$ cat config.mk
export PLATFORM = sky130hd
export DESIGN_NAME = serial_subtractor_flat
export DESIGN_NICKNAME = d
export VERILOG_FILES = /design/src/rtl/serial_subtractor_pkg.sv /design/src/rtl/serial_subtractor_if.sv /design/src/rtl/serial_subtractor_bitsubtractor.sv /design/src/rtl/serial_subtractor.sv /design/src/flat_wrapper.sv
export SDC_FILE = /design/constraint.sdc
export NUM_CORES = 1
export LEC_CHECK = 0
export ABC_CLOCK_PERIOD_IN_PS = 3130
export CORE_ASPECT_RATIO = 1.2
export CORE_MARGIN = 5
export CORE_UTILIZATION = 50
export DETAILED_ROUTE_END_ITERATION = 10
export PLACE_DENSITY = 0.83
export SLEW_MARGIN = 10
export SYNTH_ARGS = -nofsm -noshare
export SYNTH_HDL_FRONTEND = slang
export SYNTH_SLANG_ARGS = --single-unit
export TNS_END_PERCENT = 100
$ cat constraint.sdc
create_clock -name clk -period 3.13 [get_ports clk]
set_clock_uncertainty 0.15 [all_clocks]
set_input_delay 0.626 -clock clk [delete_from_list [all_inputs] [get_ports clk]]
set_output_delay 0.626 -clock clk [all_outputs]
set_load 0.02 [all_outputs]
$ cat src/rtl/serial_subtractor_pkg.sv
`default_nettype none
// ============================================================================
// serial_subtractor_pkg
//   Shared FSM encodings and default width for the bit-serial subtractor.
//   Revision: 1.0
// ============================================================================
package serial_subtractor_pkg;

    localparam int DEFAULT_WIDTH = 8;

    typedef enum logic [1:0] {
        ST_IDLE  = 2'd0,
        ST_SHIFT = 2'd1,
        ST_DONE  = 2'd2
    } state_t;

endpackage : serial_subtractor_pkg
`default_nettype wire

$ cat src/rtl/serial_subtractor_if.sv
`default_nettype none
// ============================================================================
// serial_subtractor_if
//   Request/result bundle between a requester and the serial subtractor.
//   Revision: 1.0
// ============================================================================
interface serial_subtractor_if
    import serial_subtractor_pkg::*;
#(
    parameter int WIDTH = DEFAULT_WIDTH
);
    logic             start;
    logic [WIDTH-1:0] a;
    logic [WIDTH-1:0] b;
    logic             bin;
    logic             busy;
    logic             done;
    logic [WIDTH-1:0] diff;
    logic             borrow_out;
    logic             overflow;

    modport master (
        output start, a, b, bin,
        input  busy, done, diff, borrow_out, overflow
    );

    modport slave (
        input  start, a, b, bin,
        output busy, done, diff, borrow_out, overflow
    );
endinterface : serial_subtractor_if
`default_nettype wire

$ cat src/rtl/serial_subtractor_bitsubtractor.sv
`default_nettype none
// ============================================================================
// bitsubtractor
//   Combinational 1-bit full subtractor: d = a - b - bin, bout = borrow.
//   Revision: 1.0
// ============================================================================
module bitsubtractor (
    input  logic a,
    input  logic b,
    input  logic bin,
    output logic d,
    output logic bout
);
    assign d    = a ^ b ^ bin;
    assign bout = (~a & b) | (~(a ^ b) & bin);
endmodule : bitsubtractor
`default_nettype wire

$ cat src/rtl/serial_subtractor.sv
`default_nettype none
// ============================================================================
// serial_subtractor
//   LSB-first bit-serial subtractor computing (a - b - bin) mod 2^WIDTH.
//   Revision: 1.0
// ============================================================================
module serial_subtractor
    import serial_subtractor_pkg::*;
#(
    parameter int WIDTH = DEFAULT_WIDTH
) (
    input  logic                clk,
    input  logic                rst_n,
    serial_subtractor_if.slave  bus
);
    localparam int             CNT_W = (WIDTH > 1) ? $clog2(WIDTH) : 1;
    localparam logic [CNT_W-1:0] LAST = CNT_W'(WIDTH - 1);

    state_t           state;
    logic [WIDTH-1:0] a_sh;
    logic [WIDTH-1:0] b_sh;
    logic [WIDTH-1:0] res;
    logic [CNT_W-1:0] cnt;
    logic             brw;
    logic             busy_r;
    logic             done_r;
    logic             bout_r;
    logic             ovf_r;
    logic             d;
    logic             bout;

    bitsubtractor u_cell (
        .a    (a_sh[0]),
        .b    (b_sh[0]),
        .bin  (brw),
        .d    (d),
        .bout (bout)
    );

    always_ff @(posedge clk or negedge rst_n) begin
        if (!rst_n) begin
            state  <= ST_IDLE;
            a_sh   <= '0;
            b_sh   <= '0;
            res    <= '0;
            cnt    <= '0;
            brw    <= 1'b0;
            busy_r <= 1'b0;
            done_r <= 1'b0;
            bout_r <= 1'b0;
            ovf_r  <= 1'b0;
        end else begin
            done_r <= 1'b0;
            case (state)
                // DONE accepts a new request exactly like IDLE (back-to-back issue)
                ST_IDLE, ST_DONE: begin
                    if (bus.start) begin
                        a_sh   <= bus.a;
                        b_sh   <= bus.b;
                        brw    <= bus.bin;
                        cnt    <= '0;
                        busy_r <= 1'b1;
                        state  <= ST_SHIFT;
                    end else begin
                        state  <= ST_IDLE;
                    end
                end
                ST_SHIFT: begin
                    a_sh <= a_sh >> 1;
                    b_sh <= b_sh >> 1;
                    res  <= {d, res[WIDTH-1:1]};
                    brw  <= bout;
                    cnt  <= cnt + 1'b1;
                    if (cnt == LAST) begin
                        // Last cell sees the operand MSBs and produces the result MSB
                        bout_r <= bout;
                        ovf_r  <= (a_sh[0] ^ b_sh[0]) & (d ^ a_sh[0]);
                        done_r <= 1'b1;
                        busy_r <= 1'b0;
                        state  <= ST_DONE;
                    end
                end
                default: begin
                    busy_r <= 1'b0;
                    state  <= ST_IDLE;
                end
            endcase
        end
    end

    assign bus.busy       = busy_r;
    assign bus.done       = done_r;
    assign bus.diff       = res;
    assign bus.borrow_out = bout_r;
    assign bus.overflow   = ovf_r;

endmodule : serial_subtractor
`default_nettype wire

$ cat src/flat_wrapper.sv
// flat-port wrapper written by rule: the top's interface ports become plain ports
module serial_subtractor_flat import serial_subtractor_pkg::*;
#(
    parameter int WIDTH = DEFAULT_WIDTH
)
  (clk, rst_n, bus_start, bus_a, bus_b, bus_bin, bus_busy, bus_done, bus_diff, bus_borrow_out, bus_overflow);
  serial_subtractor_if #(.WIDTH(WIDTH)) bus_i ();
  input  logic clk;
  input  logic rst_n;
  input wire logic [$bits(bus_i.start)-1:0] bus_start;
  input wire logic [$bits(bus_i.a)-1:0] bus_a;
  input wire logic [$bits(bus_i.b)-1:0] bus_b;
  input wire logic [$bits(bus_i.bin)-1:0] bus_bin;
  output wire logic [$bits(bus_i.busy)-1:0] bus_busy;
  output wire logic [$bits(bus_i.done)-1:0] bus_done;
  output wire logic [$bits(bus_i.diff)-1:0] bus_diff;
  output wire logic [$bits(bus_i.borrow_out)-1:0] bus_borrow_out;
  output wire logic [$bits(bus_i.overflow)-1:0] bus_overflow;
  assign bus_i.start = bus_start;
  assign bus_i.a = bus_a;
  assign bus_i.b = bus_b;
  assign bus_i.bin = bus_bin;
  assign bus_busy = bus_i.busy;
  assign bus_done = bus_i.done;
  assign bus_diff = bus_i.diff;
  assign bus_borrow_out = bus_i.borrow_out;
  assign bus_overflow = bus_i.overflow;
  serial_subtractor #(.WIDTH(WIDTH)) u_core (.clk(clk), .rst_n(rst_n), .bus(bus_i));
endmodule
==> reports/metrics.csv <==
metric,value,unit
endpoint_kind,output pin,
grt_overflow,0,
cts_setup_buffers,0,
relSlewSlack,54.7,%
diodes,0,
power.total,0.00191,W
cts-root-buf,clkbuf_4,
drive_gt1_share,6.95,%
startpoint_type,flop,
ys_warn_count,0,
seq_area_frac_synth,57.6,%
critPathKind,reg2out,
netlist_area,0.00148,mm^2
timing.hold.ws,348,ps
cp.arrival,1350,ps
dp_hpwl,2.15,mm
num_io_pins,32,
die_height,69.5,um
tightest_slew,678,ps
leakage,0.875,nW
status,"complete, no violations",
vias_per_cell,5.36,
ys.flop_type,dfrtp_1,
syn_inst,155,
grt.total_usage,16.5,%
grt_max_degree,43,
vias,1185,
synth-edff-count,0,
fmax,470,MHz
n_fill_cell,232,
fp.dieW,59.6,um
clk_latency,340,ps
yosysTopAreaCell,dfrtp_1,
fin_nets,210,
cts.clk_slew.worst_paths,110,ps
start_util,52.5,%
avgSynthCellArea,9.53,um^2
final_cells,221,
ff2ff_setup_slack,1490,ps
dp.cells,213,
cts_buffers,5,
htreeDepth,2,
power_density,1020,mW/mm^2
rsz0062_at_grt,no,
design.die.area,0.00414,mm^2
avgRoutedWirePerCell,13.5,um
ys_async_sr_fraction,100,%
cts_sinks,34,
io_buffers,31,
cp_top_family,buffers and inverters,
synth_top_area_share,57.6,%
finalHoldViolCount,0,
critPathBufInv,1,
slowest_stage,clkdlybuf4s50_1,
dr.pass1.iters,4,
fin_util,66.2,%
grt_pass1_wl,5.24,mm
area_delta_synth_final,26.0,%
clk_path_buf_depth,2,
worstSetupPathDepth,1,
postCtsHoldBufs,0,
grt_pass1_vias,1225,
syn_nets,179,
synthDistinctLibCells,20,
finalCritPeriodShare,67.9,%
min_path_type,reg2reg,
cts_resized,0,
worstHoldPathCells,2,
synth.area.top_cells,"dfrtp_1, nand2_1, a31oi_1, nor2_1, ha_1",
period_minus_slack,2130,ps
antenna_found_initial,0,
setup_viol,0,
worst-path-max-fanout,3,
gp_congestion,0.764,
maxCapViolCount,0,
core,0.00281,mm^2
ant_nets,0,
tns,0,ps
ir_worst_vdd,0.000585,V
first_iter_violations,31,
cpPeakStageDelay,620,ps
finalWirelength,2.99,mm
ys_seq_elements,34,
crit_path_cell_trace,clkdlybuf4s50_1,
rr_worst_depth,3,
rows,21,
drv_slew,0,
cts_tree,yes,
worst_ep_required_time,2350,ps
drc,0,
[cells in the final DEF, fill, tap and decap left out]
cell	instances
a22o_1	4
a31oi_1	15
buf_4	3
clkbuf_4	5
clkbuf_8	3
clkdlybuf4s50_1	31
dfrtp_1	34
fa_1	1
ha_1	3
inv_1	3
mux2_2	1
nand2_1	54
nand2b_1	2
nand3_1	1
nand3b_1	1
nor2_1	17
nor2_2	1
nor2b_1	2
o21ai_0	4
o31ai_1	1
xor2_1	1
[worst paths after layout]
check,startpoint,end
setup / recovery,u_core.bus.diff[7],bus_diff[7]
hold / removal,u_core.bus.diff[0],u_core.bus.diff[0]
setup reg to reg,u_core.state[0],u_core.cnt[1]
hold reg to reg,u_core.bus.diff[0],u_core.bus.diff[0]
max in group asynchronous,rst_n,u_core.a_sh[6]
min in group asynchronous,rst_n,u_core.b_sh[7]
[metal layers]
| layer | share of wire (%) | vias to the layer above | routed length, um | global-route usage (%) |
|---|---|---|---|---|
| met4 | 1.6 | 0 | 49 | 6.90 |
| met5 | 0 | - | 0 | 0 |
| met3 | 5.3 | 5 | 157 | 5.59 |
| met2 | 52 | 42 | 1560 | 27.1 |
| met1 | 41 | 573 | 1220 | 19.0 |
| li1 | - | 565 | - | - |
[registers in the layout, summed over array words and instances (netlist names), 2 cells and up]
signal,flops
u_core.a_sh,8
u_core.b_sh,8
u_core.bus.diff,8
u_core.cnt,3
u_core.state,2
[cell families (layout without fill, tap and decap cells)]
| group | Yosys count | after routing | share of synthesized area, % |
|---|---|---|---|
| buf+inv | 13 | 45 | 5.51 |
| fa+ha+maj | 4 | 4 | 3.90 |
| mux | 1 | 1 | 0.763 |
| compound gates | 24 | 24 | 10.6 |
| flops | 34 | 34 | 57.6 |
| simple gates | 78 | 78 | 21.0 |
| xor+xnor | 1 | 1 | 0.593 |
[where the power goes]
part,switching (W),internal [W],total (W),leakage [nW]
Clock,0.000143,0.000153,0.000297,0.0446
Sequential,0.000126,0.000643,0.000769,0.408
Combinational,0.000477,0.000363,0.000840,0.422
[synthesized netlist by cell type (2+ instances only)]
master    count
o21ai_0       4
buf_4         3
a22o_1        4
nand2_1      54
dfrtp_1      34
nor2_1       17
buf_6         2
a31oi_1      15
inv_1         3
nor2b_1       2
buf_2         5
ha_1          3
nand2b_1      2
[cell type report]
cell class | count | area, um^2 | share of cell area, %
sequential | 34 | 851 | 45.7
inverter | 3 | 11.3 | 0.605
multi-input combinational | 108 | 544 | 29.3
clock buffer | 8 | 78.8 | 4.24
tap | 34 | 42.5 | 2.29
timing repair buffer | 34 | 333 | 17.9
[stage by stage]
stage | instance area, um^2 | setup slack (ps)
finish | 1860 | 1000
global placement | 1780 | 1070
CTS | 1860 | 985
global route | 1860 | 940
detailed placement | 1780 | 1020
floorplan | 1480 | 1610
Note: power is estimated with default switching activity, not from simulation.
